### src/rtl/logic_unit_arbiter_if.sv
// Request/operand bundle and grant/result bundle between the clients and logic_unit_arbiter.
// The arbiter connects through the slave modport; the client side uses master.
interface logic_unit_arbiter_if #(
   parameter int unsigned N = 4,
   parameter int unsigned W = 8
);
   logic [N-1:0]   req;
   logic [2*N-1:0] op;
   logic [N*W-1:0] A;
   logic [N*W-1:0] B;
   logic [N-1:0]   gnt;
   logic [N-1:0]   done;
   logic [W-1:0]   Y;
   logic           busy;
   logic [15:0]    op_count;

   modport master (
      output req, op, A, B,
      input  gnt, done, Y, busy, op_count
   );

   modport slave (
      input  req, op, A, B,
      output gnt, done, Y, busy, op_count
   );
endinterface

### src/rtl/logic_unit_arbiter.sv
// Round-robin arbiter sharing one registered AND/OR/XOR/NAND unit among N requesters.
// Each granted operation walks IDLE -> GRANT -> EXEC; every output comes straight from a flop.
module logic_unit_arbiter #(
   parameter int unsigned N = 4,
   parameter int unsigned W = 8
) (
   input logic                 clk,
   input logic                 rst_n,
   logic_unit_arbiter_if.slave io_bus
);
   localparam int unsigned IdxW = (N > 1) ? $clog2(N) : 1;
   localparam int unsigned SumW = IdxW + 1;

   typedef enum logic [1:0] {
      StIdle,
      StGrant,
      StExec
   } state_e;

   state_e          r_state;
   logic [IdxW-1:0] r_last;
   logic [W-1:0]    r_opa;
   logic [W-1:0]    r_opb;
   logic [1:0]      r_op;
   logic [N-1:0]    r_gnt;
   logic [N-1:0]    r_done;
   logic [W-1:0]    r_y;
   logic            r_busy;
   logic [15:0]     r_op_count;

   state_e          w_state_nxt;
   logic [IdxW-1:0] w_last_nxt;
   logic [W-1:0]    w_opa_nxt;
   logic [W-1:0]    w_opb_nxt;
   logic [1:0]      w_op_nxt;
   logic [N-1:0]    w_gnt_nxt;
   logic [N-1:0]    w_done_nxt;
   logic [W-1:0]    w_y_nxt;
   logic            w_busy_nxt;
   logic [15:0]     w_cnt_nxt;

   logic [W-1:0]    w_a_arr  [N];
   logic [W-1:0]    w_b_arr  [N];
   logic [1:0]      w_op_arr [N];

   logic [2*N-1:0]  w_req2;
   logic [SumW-1:0] w_base;
   logic [N-1:0]    w_rot;
   logic [IdxW-1:0] w_off;
   logic [SumW-1:0] w_sum;
   logic [IdxW-1:0] w_win;
   logic            w_found;
   logic [W-1:0]    w_result;

   for (genvar g = 0; g < N; g++) begin : g_unpack
      assign w_a_arr[g]  = io_bus.A[g*W +: W];
      assign w_b_arr[g]  = io_bus.B[g*W +: W];
      assign w_op_arr[g] = io_bus.op[2*g +: 2];
   end

   // Rotate req so bit 0 is requester last+1, take the lowest set bit, then undo the rotation.
   always_comb begin
      w_req2  = {io_bus.req, io_bus.req};
      w_base  = {1'b0, r_last} + SumW'(1);
      w_rot   = w_req2[w_base +: N];
      w_found = 1'b0;
      w_off   = '0;
      for (int unsigned j = 0; j < N; j++) begin
         if (!w_found && w_rot[IdxW'(j)]) begin
            w_found = 1'b1;
            w_off   = IdxW'(j);
         end
      end
      w_sum = w_base + SumW'(w_off);
      w_win = (w_sum >= SumW'(N)) ? IdxW'(w_sum - SumW'(N)) : IdxW'(w_sum);
   end

   always_comb begin
      unique case (r_op)
         2'b00:   w_result = r_opa & r_opb;
         2'b01:   w_result = r_opa | r_opb;
         2'b10:   w_result = r_opa ^ r_opb;
         default: w_result = ~(r_opa & r_opb);
      endcase
   end

   always_comb begin
      w_state_nxt = r_state;
      w_last_nxt  = r_last;
      w_opa_nxt   = r_opa;
      w_opb_nxt   = r_opb;
      w_op_nxt    = r_op;
      w_gnt_nxt   = '0;
      w_done_nxt  = '0;
      w_y_nxt     = r_y;
      w_busy_nxt  = 1'b0;
      w_cnt_nxt   = r_op_count;

      unique case (r_state)
         StIdle: begin
            if (w_found) begin
               w_opa_nxt   = w_a_arr[w_win];
               w_opb_nxt   = w_b_arr[w_win];
               w_op_nxt    = w_op_arr[w_win];
               w_last_nxt  = w_win;
               w_gnt_nxt   = N'(1) << w_win;
               w_busy_nxt  = 1'b1;
               w_state_nxt = StGrant;
            end
         end
         StGrant: begin
            w_y_nxt     = w_result;
            w_done_nxt  = N'(1) << r_last;
            w_busy_nxt  = 1'b1;
            w_state_nxt = StExec;
         end
         StExec: begin
            if (r_op_count != 16'hFFFF) begin
               w_cnt_nxt = r_op_count + 16'd1;
            end
            w_state_nxt = StIdle;
         end
         default: begin
            w_state_nxt = StIdle;
         end
      endcase
   end

   // Pointer resets to N-1 so requester 0 is searched first.
   always_ff @(posedge clk or negedge rst_n) begin
      if (!rst_n) begin
         r_state    <= StIdle;
         r_last     <= IdxW'(N - 1);
         r_opa      <= '0;
         r_opb      <= '0;
         r_op       <= '0;
         r_gnt      <= '0;
         r_done     <= '0;
         r_y        <= '0;
         r_busy     <= 1'b0;
         r_op_count <= '0;
      end else begin
         r_state    <= w_state_nxt;
         r_last     <= w_last_nxt;
         r_opa      <= w_opa_nxt;
         r_opb      <= w_opb_nxt;
         r_op       <= w_op_nxt;
         r_gnt      <= w_gnt_nxt;
         r_done     <= w_done_nxt;
         r_y        <= w_y_nxt;
         r_busy     <= w_busy_nxt;
         r_op_count <= w_cnt_nxt;
      end
   end

   assign io_bus.gnt      = r_gnt;
   assign io_bus.done     = r_done;
   assign io_bus.Y        = r_y;
   assign io_bus.busy     = r_busy;
   assign io_bus.op_count = r_op_count;
endmodule

### src/flat_wrapper.sv
// flat-port wrapper written by rule: the top's interface ports become plain ports
module logic_unit_arbiter_flat 
#(
   parameter int unsigned N = 4,
   parameter int unsigned W = 8
)
  (clk, rst_n, io_bus_req, io_bus_op, io_bus_A, io_bus_B, io_bus_gnt, io_bus_done, io_bus_Y, io_bus_busy, io_bus_op_count);
  logic_unit_arbiter_if #(.N(N), .W(W)) io_bus_i ();
  input logic clk;
  input logic rst_n;
  input wire logic [$bits(io_bus_i.req)-1:0] io_bus_req;
  input wire logic [$bits(io_bus_i.op)-1:0] io_bus_op;
  input wire logic [$bits(io_bus_i.A)-1:0] io_bus_A;
  input wire logic [$bits(io_bus_i.B)-1:0] io_bus_B;
  output wire logic [$bits(io_bus_i.gnt)-1:0] io_bus_gnt;
  output wire logic [$bits(io_bus_i.done)-1:0] io_bus_done;
  output wire logic [$bits(io_bus_i.Y)-1:0] io_bus_Y;
  output wire logic [$bits(io_bus_i.busy)-1:0] io_bus_busy;
  output wire logic [$bits(io_bus_i.op_count)-1:0] io_bus_op_count;
  assign io_bus_i.req = io_bus_req;
  assign io_bus_i.op = io_bus_op;
  assign io_bus_i.A = io_bus_A;
  assign io_bus_i.B = io_bus_B;
  assign io_bus_gnt = io_bus_i.gnt;
  assign io_bus_done = io_bus_i.done;
  assign io_bus_Y = io_bus_i.Y;
  assign io_bus_busy = io_bus_i.busy;
  assign io_bus_op_count = io_bus_i.op_count;
  logic_unit_arbiter #(.N(N), .W(W)) u_core (.clk(clk), .rst_n(rst_n), .io_bus(io_bus_i));
endmodule
### config.mk
export PLATFORM = sky130hd
export DESIGN_NAME = logic_unit_arbiter_flat
export DESIGN_NICKNAME = d
export VERILOG_FILES = /design/src/rtl/logic_unit_arbiter_if.sv /design/src/rtl/logic_unit_arbiter.sv /design/src/flat_wrapper.sv
export SDC_FILE = /design/constraint.sdc
export NUM_CORES = 1
export LEC_CHECK = 0
export BUFFER_PORTS_ARGS = -buffer_cell sky130_fd_sc_hd__buf_2
export CAP_MARGIN = 10
export CORE_ASPECT_RATIO = 1.25
export CORE_MARGIN = 1.5
export CORE_UTILIZATION = 25
export CTS_CLUSTER_DIAMETER = 150
export CTS_CLUSTER_SIZE = 10
export DETAILED_ROUTE_END_ITERATION = 7
export HOLD_SLACK_MARGIN = 0.12
export PLACE_DENSITY = 0.53
export REMOVE_ABC_BUFFERS = 1
export SLEW_MARGIN = 20
export SYNTH_ARGS = -nofsm -noshare
export SYNTH_HDL_FRONTEND = slang
export SYNTH_SLANG_ARGS = --single-unit
### constraint.sdc
create_clock -name clk -period 4.8 [get_ports clk]
set_clock_uncertainty 0.1 [all_clocks]
set_input_delay 0.48 -clock clk [delete_from_list [all_inputs] [get_ports clk]]
set_output_delay 0.48 -clock clk [all_outputs]
set_load 0.03 [all_outputs]
# Yosys cells after proc, flatten, opt, wreduce, memory -nomap -nowiden

Index checks and enable logic that the tools add are counted.

Output and inout port bits: 33
Flip-flop bits (word level): 55
Input bits: 78
Word-level logic and storage cells: 65

$add $sub $neg: 4
Shift operators: 3
Muxes and demuxes: 25
Eq/ne operators: 6
Bitwise operators: 5
Reductions and logical operators: 10
$lt $le $gt $ge: 2

Operators with widths:

| operator                                                           | count |
|---|---|
| 8-bit binary-select mux with 2-bit select                          | 2 |
| 8-bit 2-to-1 mux                                                   | 4 |
| 8-bit one-hot mux with 3 select lines                              | 1 |
| 16-bit by 1-bit adder with 16-bit output (second input constant)   | 1 |
| 16-bit inequality test (second input constant)                     | 1 |
| 2-bit 2-to-1 mux                                                   | 6 |
| 4-bit 2-to-1 mux                                                   | 3 |
| 8-bit AND                                                          | 1 |
| 8-bit inverter                                                     | 1 |
| 8-bit bitwise OR                                                   | 1 |
| 8-bit by 4-bit variable part select with 4-bit output              | 1 |
| 1-bit by 2-bit << shifter with 4-bit output (first input constant) | 2 |
| 8-bit bitwise XOR                                                  | 1 |
| 3-bit greater-or-equal comparator (second input constant)          | 2 |
| 1-bit 2-to-1 mux                                                   | 6 |
| 2-bit binary-select mux with 2-bit select                          | 1 |
| 2-bit by 1-bit == test with 1-bit output (second input constant)   | 2 |
| 2-bit == test (second input constant)                              | 2 |
| 2-bit logical NOT                                                  | 2 |
| 2-bit one-hot mux with 2 select lines                              | 1 |
| 2-bit AND reduction                                                | 2 |
| 2-bit by 1-bit adder with 3-bit output (second input constant)     | 1 |
| 3-bit by 2-bit adder with 3-bit output                             | 1 |
| 1-bit logical AND                                                  | 3 |
| 5 further kinds                                                    | 7 |

# Depth between registers and ports, before layout

Gate-level depths: netlist of the first run.

Depth in word-level cells: 19
Depth in mapped cells: 14
Depth with buffers taken out: 11

# Least setup slack after synthesis of the first run

Ideal clock, no wire load.

Kind: register to register
Start point: reg u_core.r_last[1]
End point: reg u_core.r_op[0]
Arrival time: 3.127 ns
Stages on the path, launching flop included: 14
Buffers on the path: 6
Data required time: 4.619 ns
Path slack: 1.492 ns
Setup time: 0.081 ns
Period minus slack after synthesis: 3.308 ns
Cell sequence: dfstp_2 -> buf_4 -> clkbuf_1 -> clkbuf_1 -> a21oi_1 -> a211oi_1 -> ha_1 -> clkbuf_1 -> and2_1 -> clkbuf_1 -> clkbuf_1 -> a32oi_1 -> and3_1 -> o211ai_2

Longest elaborated chain between the ends: 19
Elaborated cells between the ends (all ways): 24
Those cells by class: add/sub: 3; order compare: 1; shift: 1; mux: 11; bitwise: 1; reduce/logical: 7

RTL lines:

| item                                                                                             | line                      | RTL |
|---|---|---|
| from (decl)                                                                                      | logic_unit_arbiter.sv:21  | `logic [IdxW-1:0] r_last;` |
| from (signal assigned)                                                                           | logic_unit_arbiter.sv:133 | `r_last <= IdxW'(N - 1);` |
| from (signal assigned)                                                                           | logic_unit_arbiter.sv:144 | `r_last <= w_last_nxt;` |
| 2-bit by 1-bit adder with 3-bit output *                                                         | logic_unit_arbiter.sv:64  | `w_base = {1'b0, r_last} + SumW'(1);` |
| 8-bit by 4-bit variable part select with 4-bit output                                            | logic_unit_arbiter.sv:65  | `w_rot = w_req2[w_base +: N];` |
| 1-bit 2-to-1 mux                                                                                 | logic_unit_arbiter.sv:69  | `if (!w_found && w_rot[IdxW'(j)]) begin` |
| 1-bit logical NOT                                                                                | logic_unit_arbiter.sv:69  |  |
| 1-bit logical AND                                                                                | logic_unit_arbiter.sv:69  |  |
| 1-bit 2-to-1 mux                                                                                 | logic_unit_arbiter.sv:69  |  |
| 1-bit logical NOT                                                                                | logic_unit_arbiter.sv:69  |  |
| 1-bit logical AND                                                                                | logic_unit_arbiter.sv:69  |  |
| (+2 left out)                                                                                    | --                        |  |
| 1-bit logical AND                                                                                | logic_unit_arbiter.sv:69  |  |
| 2-bit 2-to-1 mux                                                                                 | logic_unit_arbiter.sv:69  |  |
| 3-bit by 2-bit adder with 3-bit output                                                           | logic_unit_arbiter.sv:74  | `w_sum = w_base + SumW'(w_off);` |
| 3-bit greater-or-equal comparator or 2-bit by 1-bit subtractor with 2-bit output (tied branches) | logic_unit_arbiter.sv:75  | `w_win = (w_sum >= SumW'(N)) ? IdxW'(w_sum - SumW'(N)) : IdxW'(w_sum);` |
| 2-bit 2-to-1 mux                                                                                 | logic_unit_arbiter.sv:75  |  |
| 2-bit inverter with 3-bit output (implied by the code)                                           | logic_unit_arbiter.sv:104 | `w_op_nxt = w_op_arr[w_win];` |
| 2-bit binary-select mux with 2-bit select                                                        | logic_unit_arbiter.sv:104 |  |
| 2-bit 2-to-1 mux (implied by the code) (2 in a row)                                              | logic_unit_arbiter.sv:104 |  |
| to (signal assigned)                                                                             | logic_unit_arbiter.sv:147 | `r_op <= w_op_nxt;` |
| to (decl)                                                                                        | logic_unit_arbiter.sv:24  | `logic [1:0] r_op;` |

Every way passes the cells marked *; elsewhere a longest branch is shown, timed or not. The select of a mux whose other input is x is not followed.
A chain may end at the register's enable or synchronous reset.

# Final worst setup path of the first run

Start point: reg u_core.r_last[1]
End point: reg u_core.r_opa[1]

Longest elaborated chain between the ends: 19
Elaborated cells between the ends (all ways): 24
Those cells by class: add/sub: 3; order compare: 1; shift: 1; mux: 11; bitwise: 1; reduce/logical: 7

RTL lines:

| item                                                                                             | line                      | RTL |
|---|---|---|
| 2-bit by 1-bit adder with 3-bit output *                                                         | logic_unit_arbiter.sv:64  |  |
| 8-bit by 4-bit variable part select with 4-bit output                                            | logic_unit_arbiter.sv:65  |  |
| 1-bit 2-to-1 mux                                                                                 | logic_unit_arbiter.sv:69  |  |
| 1-bit logical NOT                                                                                | logic_unit_arbiter.sv:69  |  |
| 1-bit logical AND                                                                                | logic_unit_arbiter.sv:69  |  |
| 1-bit 2-to-1 mux                                                                                 | logic_unit_arbiter.sv:69  |  |
| 1-bit logical NOT                                                                                | logic_unit_arbiter.sv:69  |  |
| 1-bit logical AND                                                                                | logic_unit_arbiter.sv:69  |  |
| (+2 left out)                                                                                    | --                        |  |
| 1-bit logical AND                                                                                | logic_unit_arbiter.sv:69  |  |
| 2-bit 2-to-1 mux                                                                                 | logic_unit_arbiter.sv:69  |  |
| 3-bit by 2-bit adder with 3-bit output                                                           | logic_unit_arbiter.sv:74  |  |
| 3-bit greater-or-equal comparator or 2-bit by 1-bit subtractor with 2-bit output (tied branches) | logic_unit_arbiter.sv:75  |  |
| 2-bit 2-to-1 mux                                                                                 | logic_unit_arbiter.sv:75  |  |
| 2-bit inverter with 3-bit output (implied by the code)                                           | logic_unit_arbiter.sv:102 | `w_opa_nxt = w_a_arr[w_win];` |
| 8-bit binary-select mux with 2-bit select                                                        | logic_unit_arbiter.sv:102 |  |
| 8-bit 2-to-1 mux (implied by the code) (2 in a row)                                              | logic_unit_arbiter.sv:102 |  |
| to (signal assigned)                                                                             | logic_unit_arbiter.sv:145 | `r_opa <= w_opa_nxt;` |
| to (decl)                                                                                        | logic_unit_arbiter.sv:22  | `logic [W-1:0] r_opa;` |

Marks and branches as above.

==> metrics, run 1 <==
largest net degree at the start of global routing 56; Max stage delay on crit path 1.07 ns; gr ovfl total 0; Row Count 53; H-tree depth 2; DR DRC count 0; total iterations of the first detailed-routing run 5; Critical-path top delay cell dfstp_2; Top FF cell, synth dfrtp_1; CTS tree done; Final GP Congestion ~0.78; Yosys top cell area share 31.1%; CTS Sinks 55; Die Wd ~120 um; CTS clock-pin slew for the worst setup and hold paths about 0.080 ns; Post-synth EDFFs 0; Core Area 0.0168 sq mm; Startpoint Class register; ANT nets after route 0; vias between 4000 and 5000; crit path DAT approximately 3.7 ns; Ys Warns 0; most common cell after layout, fill and taps aside buf_2; final hold violations 0; Setup Buffers After CTS 0; Max-Cap Viols 0; Flop pwr share 23.5%; clock buffer count from CTS 5; synth top area cells dfrtp_1 31%, mux2_2 12%, nand3_1 6.9%; starting density of the core 25.4%; most frequent cells in the layout 110 x buf_2, 59 x nand3_1, 53 x dfrtp_1; Tmin final 3.69 ns; class of the worst hold path in2async; PD cells 731 mW/mm^2; syn avg cell area 8.63 sq um; Worst setup EP type register; slew of the pin with the lowest slew margin 1.05 ns; Initial DRC Count 195; leakage 2.24 nW; register area share after synthesis around a third; initial antenna violation count 0; Root Driver clkbuf_16; Nets 671; crit-path max FO 34; Die ar. about 0.018 sq mm; status finished clean; area grow syn2layout 20.5%; Skew-Pair Late Insertion Delay 0.30 ns; Mapped Cells 494; clock share of power 12.7%; Finish-stage setup viols 0; synthesized flop and latch total 55; logic gate share of total power 63.8%; Max Root-Sink Buffers 2; I/O Pins about 110; Routed WL 13.0 mm; leading area contributor after synthesis dfrtp_1; WHS 0.231 ns; RSZ-0062 raised after global routing false; setup tns final 0 ns; internal power around 1.9 mW; relative slew slack 28.1%; Ant. Diodes 0; CTS resizes 0; fill count 1787; peak supply drop 0.318 mV; FFs w/ async S/R, synth 100%; DPL Wire Length about 8.7 mm; fmax 271 MHz; Avg WL per Cell 16.4 um; Vias per Instance 5.18; Seq. cell area approximately 0.0014 sq mm; Syn Std Cell Area 0.00426 sq mm; WS Path Type reg2reg; footprint of the multi-input gates 0.00260 sq mm; Buffers on Ports 110; cell breakdown of the critical path a221oi_1, a21oi_1, a211oi_1, ha_1, buf_4, mux2_2, a32oi_1, and3_1, o211ai_1; Tcrit/Tclk final 76.9%; fraction of layout cells with a size suffix above 1 around a third; Psw 1.84 mW; Tot GR Track Use between 10 and 15%; first-pass GRT wire length between 20 and 25 mm; Synth cell types 43; post-cts hold buffer count 0; number of global-route vias before repair 4033; R2R depth 9; switching share of power between 40% and 50%; Worst Path Required 4.84 ns; DIE HEIGHT 149 um; Final Slew Violations 0
==> critical path, delay by kind of cell (launching register included) <==
| family | cells | cell delay (ns) |
|---|---|---|
| AOI/OAI and AO/OA | 5 | 0.66 |
| muxes | 1 | 0.40 |
| buffers and inverters | 1 | 0.45 |
| and+or+nand+nor | 1 | 0.17 |
| DFF | 1 | 1.07 |
| adders and majority gates | 1 | 0.66 |
==> power by group through the flow <==
| stage | sequential, mW | clock, mW | combinational [mW] |
|---|---|---|---|
| floorplan | 0.956 | 0 | 1.65 |
| global placement | 0.882 | 0 | 2.29 |
| detailed placement | 0.888 | 0 | 2.39 |
| CTS | 0.881 | 0.494 | 2.41 |
| global route | 0.915 | 0.507 | 2.65 |
| finish | 0.881 | 0.479 | 2.40 |
==> flip-flops by register name, indices dropped and copies added, names as in the netlist <==
| register | cells |
|---|---|
| u_core.r_op | 2 |
| u_core.io_bus.done | 4 |
| u_core.r_opa | 8 |
| u_core.r_opb | 8 |
| u_core.io_bus.busy | 1 |
| u_core.io_bus.gnt | 4 |
| u_core.r_last | 2 |
| u_core.io_bus.Y | 8 |
| u_core.io_bus.op_count | 16 |
| u_core.r_state | 2 |
==> through the flow <==
step | util, % | cell area, sq um | power (mW) | setup slack (ns) | std cells
6_report | 30.6 | 5140 | 3.76 | 1.11 | 796
3_3_place_gp | 29.4 | 4940 | 3.17 | 1.22 | 787
5_1_grt | 30.6 | 5140 | 4.07 | 0.886 | 796
2_1_floorplan | - | 4070 | 2.61 | 1.48 | 452
4_1_cts | 30.6 | 5140 | 3.78 | 1.16 | 796
3_5_place_dp | 29.5 | 4950 | 3.28 | 1.16 | 788
==> path summary, 6_finish.rpt <==
| path | to | slack, ns | from |
|---|---|---|---|
| max | u_core.r_opa[1]$_DFFE_PN0P_ | 1.11 | u_core.r_last[1]$_DFFE_PN1P_ |
| min | u_core.io_bus.op_count[2]$_DFFE_PN0P_ | 0.23 | rst_n |
| max reg2reg | u_core.r_opa[1]$_DFFE_PN0P_ | 1.11 | u_core.r_last[1]$_DFFE_PN1P_ |
| min reg2reg | u_core.io_bus.busy$_DFF_PN0_ | 0.37 | u_core.r_state[1]$_DFFE_PN0P_ |
| max in group asynchronous | u_core.io_bus.Y[3]$_DFFE_PN0P_ | 3.89 | rst_n |
| min in group clk | u_core.io_bus.busy$_DFF_PN0_ | 0.37 | u_core.r_state[1]$_DFFE_PN0P_ |
==> synthesized netlist by cell type (9+ instances only) <==
library cell	count
nor2_1	21
o211ai_2	10
a22oi_1	18
mux2_2	45
nand3_1	59
and3_1	21
o21ai_0	23
dfrtp_1	53
clkbuf_1	27
a32oi_1	18
nand2_1	47
o211ai_1	9
ha_1	18
xnor2_1	12
a21oi_1	27
inv_1	25
==> kinds of logic after synthesis <==
logic type	Yosys count	share of synthesized area, %
compound gates	116	19.7
flops	55	32.3
fa+ha+maj	18	5.28
xor+xnor	19	4.08
mux	45	11.9
simple gates	173	19.9
buf+inv	68	6.78
==> area by class of cell <==
type	count	area share, %
timing repair buffer	116	11.7
clock buffer	6	2.51
inverter	26	1.90
clock inverter	2	1.17
multi-input combinational	371	50.6
sequential	55	26.8
tap	220	5.36
==> metal layers <==
metal  global-route usage [%]  routed length, um  up-vias
met5                        0                  0        -
met4                     4.52                112        0
met3                     2.14                710        9
met2                     27.0               6680      167
met1                     18.0               5540     1995
li1                         -                  -     1954
(Power assumes the default switching activity.)
==> run 2: changes to the inputs <==
==> constraint.sdc (replaced) <==
create_clock -name clk -period 3.55 [get_ports clk]
set_clock_uncertainty 0.1 [all_clocks]
set_input_delay 0.355 -clock clk [delete_from_list [all_inputs] [get_ports clk]]
set_output_delay 0.355 -clock clk [all_outputs]
set_load 0.03 [all_outputs]
==> run 2 against run 1 <==
Final area grew 0.34%. Sequential share of layout area shrank 0.091 points. Register-to-register slack lost 0.64 ns. Fmax grew 20%. Critical path type unchanged. Highest routed layer unchanged. Clock power grew 13%. Routed wire length shrank 2.8%. Largest power group unchanged. Setup slack lost 0.64 ns. Worst hold slack gained 0.14 ns.
==> metrics, run 2 (synthesis gave the netlist of run 1 again) <==
status finished clean; Final GP Congestion 0.763 (-2.3%); most frequent cells in the layout 110 x buf_2, 59 x nand3_1, 53 x dfrtp_1; I/O Pins 111 (unchanged); Core Area 0.0168 sq mm (unchanged); max reg flops 16 (unchanged); crit path DAT 3.16 ns (-0.57 ns); setup tns final 0 ns (unchanged); final std cell area, no fill 0.00515 sq mm (+0.34%); slew of the pin with the lowest slew margin 0.938 ns (-0.113 ns); Finish-stage setup viols 0 (unchanged); Buffers on Ports 110 (unchanged); peak supply drop 0.469 mV (+47%); Avg WL per Cell 15.8 um (-3.4%); Routed WL 12.7 mm (-2.8%); Worst Path Required 3.62 ns (-1.22 ns); Row Count 53 (unchanged); Critical-path top delay cell a211oi_4; Tmin final 3.08 ns (-0.608 ns); DR DRC count 0 (unchanged); WS Path Type reg2reg; final hold violations 0 (unchanged); area of placed instances 0.00499 sq mm (+0.78%); Max stage delay on crit path 0.78 ns (-0.29 ns); CTS clock-pin slew for the worst setup and hold paths 0.09 ns (about the same); Initial DRC Count 214 (+9.7%); fraction of layout cells with a size suffix above 1 33.4% (+0.58 points); vias 4086 (-0.95%); clock buffer count from CTS 5 (unchanged); H-tree depth 2 (unchanged); DPL Wire Length 8.96 mm (+2.9%); Ant. Diodes 0 (unchanged); fmax 325 MHz (+20%); Die Wd 120 um (unchanged); Setup Buffers After CTS 0 (unchanged); DIE HEIGHT 149 um (unchanged); relative slew slack 37.2% (+9.2 points); Tot GR Track Use 14.3% (-0.55 points); Tcrit/Tclk final 86.8% (+9.9 points); Max Root-Sink Buffers 2 (unchanged); leakage 2.25 nW (+0.55%); Vias per Instance 5.10 (-1.6%); Max-Cap Viols 0 (unchanged); cell breakdown of the critical path inv_2, nor2_1, a221oi_1, a21oi_1, a211oi_1, ha_1, a211oi_4, a21oi_2, buf_4, nand2_1, o211ai_2; starting density of the core 25.4% (unchanged); CTS Sinks 55 (unchanged); gr ovfl total 0 (unchanged); RSZ-0062 raised after global routing false; Final Slew Violations 0 (unchanged); fin util 30.7% (+0.10 points); Root Driver clkbuf_16; area grow syn2layout 20.9%; PD cells 975 mW/mm^2 (+33%); ANT nets after route 0 (unchanged); crit-path max FO 19 (-44%); number of global-route vias before repair 4014 (-0.47%); largest net degree at the start of global routing 40 (-29%); Die ar. 0.0178 sq mm (unchanged); Skew-Pair Late Insertion Delay 0.31 ns (about the same); class of the worst hold path in2reg; Worst setup EP type register; most common cell after layout, fill and taps aside buf_2; total iterations of the first detailed-routing run 4 (-1); CTS tree done; Startpoint Class register; Nets 676 (+0.75%); first-pass GRT wire length 20.3 mm (-3.9%); initial antenna violation count 0 (unchanged)
## run 2: cell types whose count changed in the layout (fill, tap and decap cells not counted)
cell	delta
a2111oi_0	-1
a2111oi_1	+1
buf_12	+1
buf_4	+4
buf_6	-1
bufinv_16	-2
clkbuf_1	-1
clkinv_4	+1
dlygate4sd3_1	+1
inv_8	+2
## run 2: area by class of cell
class / instances / area, sq um
clock buffer: 5 / 125
fill: 1759 / 11600
tap: 220 / 275
multi-input combinational: 371 / 2600
sequential: 55 / 1380
timing repair buffer: 121 / 648
inverter: 26 / 97.6
clock inverter: 3 / 31.3
## run 2: through the flow
stage / total power, mW / worst slack, ns / hold WS, ns / instances
detailed placement: 4.52 / 0.499 / 0.319 / 792
finish: 5.03 / 0.469 / 0.370 / 801
global route: 5.47 / 0.259 / 0.391 / 801
CTS: 5.08 / 0.461 / 0.353 / 801
floorplan: 3.53 / 0.231 / -0.0406 / 452
global placement: 4.37 / 0.557 / 0.317 / 792
## run 2: timing repair
action / CTS / global route
endpoints found under the hold margin: 23 / 0
resized for setup: 0 / 0
hold buffers: 1 / 0
## run 2: final timing paths
check                                                   start  slack [ns]  depth (start not counted)                        endpoint
worst max-delay path             u_core.r_last[0]$_DFFE_PN1P_        0.47                         11     u_core.r_opa[6]$_DFFE_PN0P_
worst min-delay path                            io_bus_req[0]        0.37                          3    u_core.io_bus.busy$_DFF_PN0_
worst max register to register   u_core.r_last[0]$_DFFE_PN1P_        0.47                         11     u_core.r_opa[6]$_DFFE_PN0P_
worst min register to register  u_core.r_state[1]$_DFFE_PN0P_        0.37                          1    u_core.io_bus.busy$_DFF_PN0_
max in group asynchronous                               rst_n        1.95                          3  u_core.io_bus.Y[3]$_DFFE_PN0P_
min in group asynchronous                               rst_n        0.51                          2   u_core.r_state[1]$_DFFE_PN0P_
## run 2: metal layers
metal | share of wire [%] | up-vias | GRT usage (%)
met3 | 5.9 | 13 | 1.68
met2 | 52 | 148 | 27.0
met1 | 41 | 1958 | 16.7
met5 | 0 | - | 0
met4 | 1.4 | 0 | 4.52
li1 | - | 1967 | -
## run 2: worst max-delay path: cells and delay by family (launching register included)
| family | cells | cell delay [ns] |
|---|---|---|
| AO/OA/AOI/OAI | 6 | 1.31 |
| flip-flops | 1 | 0.64 |
| AND/OR/NAND/NOR | 2 | 0.20 |
| adder cells (fa/ha/maj) | 1 | 0.33 |
| buffers and inverters | 2 | 0.35 |
## run 2: where the power goes
group	leakage [nW]	total [mW]	internal, mW	switching (mW)
clock network	0.0778	0.542	0.274	0.268
registers	0.704	1.13	0.871	0.260
logic	1.47	3.36	1.37	1.99
total	2.25	5.03	2.51	2.52
==> run 3: changes to the inputs <==
==> constraint.sdc (replaced) <==
create_clock -name clk -period 3.55 [get_ports clk]
set_clock_uncertainty 0.1 [all_clocks]
set_input_delay 0.1775 -clock clk [delete_from_list [all_inputs] [get_ports clk]]
set_output_delay 0.1775 -clock clk [all_outputs]
set_load 0.03 [all_outputs]
==> run 3 against run 2 <==
Die area unchanged. Register-to-register slack better by 0.03 ns. Largest cell class unchanged. Critical path depth stayed put. Highest routed layer unchanged. Sequential power hardly changed.
==> metrics, run 3 (synthesis gave the netlist of run 1 again) <==
Worst setup EP type register; status finished clean; Worst Path Required 3.61 ns (about the same); H-tree depth 2 (unchanged); most frequent cells in the layout 110 x buf_2, 59 x nand3_1, 53 x dfrtp_1; slew of the pin with the lowest slew margin 1.00 ns (+0.0654 ns); number of global-route vias before repair 3869 (-3.6%); CTS resizes 0 (unchanged); DIE HEIGHT 149 um (unchanged); final hold violations 0 (unchanged); area grow syn2layout 20.8%; vias 4069 (-0.42%); Initial DRC Count 191 (-11%); RSZ-0062 raised after global routing false; relative slew slack 31.4% (-5.9 points); Max stage delay on crit path 0.74 ns (-0.04 ns); Final GP Congestion 0.784 (+2.8%); peak supply drop 0.347 mV (-26%); first-pass GRT wire length 19.7 mm (-3.1%); Final Slew Violations 0 (unchanged); largest net degree at the start of global routing 37 (-7.5%); max reg flops 16 (unchanged); RR Startpoint u_core.r_last[0]$_DFFE_PN1P_; cell depth of the worst hold path 3 (unchanged); I/O Pins 111 (unchanged); Critical-path top delay cell a211oi_4; critical path buffer and inverter count 2 (unchanged); Finish-stage setup viols 0 (unchanged); ANT nets after route 0 (unchanged); fmax 328 MHz (+1.1%); setup tns final 0 ns (unchanged); footprint of the multi-input gates 0.00260 sq mm (about the same); CTS clock-pin slew for the worst setup and hold paths 0.09 ns (about the same); Max-Cap Viols 0 (unchanged); Nets 677 (+0.15%); Die ar. 0.0178 sq mm (unchanged); Setup WS pre-CTS 0.536 ns (+0.0372 ns); Hold EP u_core.io_bus.busy$_DFF_PN0_; Vias per Instance 5.07 (-0.54%); Worst R2R End u_core.r_opa[6]$_DFFE_PN0P_; Ant. Diodes 0 (unchanged); PD cells 973 mW/mm^2 (-0.27%); Routed WL 12.2 mm (-3.5%); WS Path Type reg2reg; family with the most delay on the worst path compound AO/OA/AOI/OAI gates; clock buffer count from CTS 5 (unchanged); starting density of the core 25.4% (unchanged); Max Root-Sink Buffers 2 (unchanged); DR DRC count 0 (unchanged); cell breakdown of the critical path inv_2, nor2_1, a221oi_1, a21oi_1, a211oi_1, ha_1, a211oi_4, a21oi_2, buf_4, nand2_1, o211ai_2; Row Count 53 (unchanged); class of the worst hold path in2reg; leakage 2.26 nW (about the same); Crit. path cell count 11 (unchanged); DPL Wire Length 8.78 mm (-2.0%); crit-path max FO 19 (unchanged); Startpoint Class register; Seq. cell area 0.00138 sq mm (unchanged); fraction of layout cells with a size suffix above 1 33.5% (+0.11 points); Tot GR Track Use 13.6% (-0.68 points); Core Area 0.0168 sq mm (unchanged); Buffers on Ports 110 (unchanged); CTS tree done; crit path DAT 3.11 ns (-0.05 ns); Skew-Pair Late Insertion Delay 0.30 ns (about the same); R2R depth 11 (unchanged); Hold Path Origin io_bus_req[0]; CTS Sinks 55 (unchanged); Die Wd 120 um (unchanged); final worst setup slack 0.503 ns (+0.0347 ns); Root Driver clkbuf_16; Avg WL per Cell 15.3 um (-3.6%); area of placed instances 0.00498 sq mm (-0.10%); initial antenna violation count 0 (unchanged); gr ovfl total 0 (unchanged); fin util 30.7% (-0.037 points); final std cell area, no fill 0.00515 sq mm (-0.12%); Worst R2R Setup Slack 0.50 ns (+0.03 ns); Setup Buffers After CTS 0 (unchanged); total iterations of the first detailed-routing run 4 (unchanged); Tmin final 3.05 ns (-0.0347 ns); most common cell after layout, fill and taps aside buf_2; fill count 1761 (+0.11%); Tcrit/Tclk final 85.8% (-0.98 points)
[run 3: cell count changes in the layout (fill, tap and decap cells not counted)]
cell | before | now
buf_12 | 1 | 0
buf_4 | 9 | 11
a2111oi_0 | 0 | 1
a2111oi_1 | 1 | 0
[run 3: worst max path at each step]
stage | from | end | slack [ns]
after global routing | u_core.r_last[0]$_DFFE_PN1P_ | u_core.r_opa[6]$_DFFE_PN0P_ | 0.29
after detailed placement | u_core.r_last[0]$_DFFE_PN1P_ | u_core.r_opa[6]$_DFFE_PN0P_ | 0.54
after floorplan | u_core.r_last[1]$_DFFE_PN1P_ | u_core.r_op[0]$_DFFE_PN0P_ | 0.23
after global placement | u_core.r_last[0]$_DFFE_PN1P_ | u_core.r_opa[6]$_DFFE_PN0P_ | 0.60
final | u_core.r_last[0]$_DFFE_PN1P_ | u_core.r_opa[6]$_DFFE_PN0P_ | 0.50
after CTS | u_core.r_last[0]$_DFFE_PN1P_ | u_core.r_opa[6]$_DFFE_PN0P_ | 0.52
[run 3: layout make-up]
type	count	share of cell area [%]
multi-input combinational	371	50.4
timing repair buffer	122	12.5
tap	220	5.35
sequential	55	26.8
clock inverter	3	0.608
clock buffer	5	2.43
inverter	26	1.90
[run 3: metal layers]
| layer | share of wire [%] | track usage, % | wire [um] | vias to the layer above |
|---|---|---|---|---|
| li1 | - | - | - | 1960 |
| met1 | 43 | 16.5 | 5240 | 1950 |
| met2 | 50 | 25.0 | 6170 | 146 |
| met3 | 4.9 | 1.68 | 601 | 13 |
| met4 | 1.9 | 4.11 | 231 | 0 |
| met5 | 0 | 0 | 0 | - |
[run 3: worst min-delay path: cells and delay by family]
family                 cells  cell delay [ns]
AOI/OAI and AO/OA          1             0.15
buffers and inverters      1             0.15
and+or+nand+nor            1             0.08
[run 3: where the power goes]
group	switching [mW]	internal [mW]	leakage, nW
combinational	1.98	1.36	1.48
sequential	0.261	0.871	0.704
clock	0.267	0.274	0.0778
total	2.50	2.51	2.26
[run 3: repair_timing]
| action | in CTS | in global routing |
|---|---|---|
| endpoints found under the hold margin | 23 | 0 |
| setup endpoints to repair | 0 | 0 |
| hold buffers | 1 | 0 |
[run 3: through the flow]
step / hold WS (ns) / total power, mW / std cells
global route: 0.222 / 5.43 / 802
finish: 0.199 / 5.01 / 802
CTS: 0.186 / 5.05 / 802
detailed placement: 0.133 / 4.49 / 793
global placement: 0.128 / 4.35 / 793
floorplan: -0.218 / 3.53 / 452
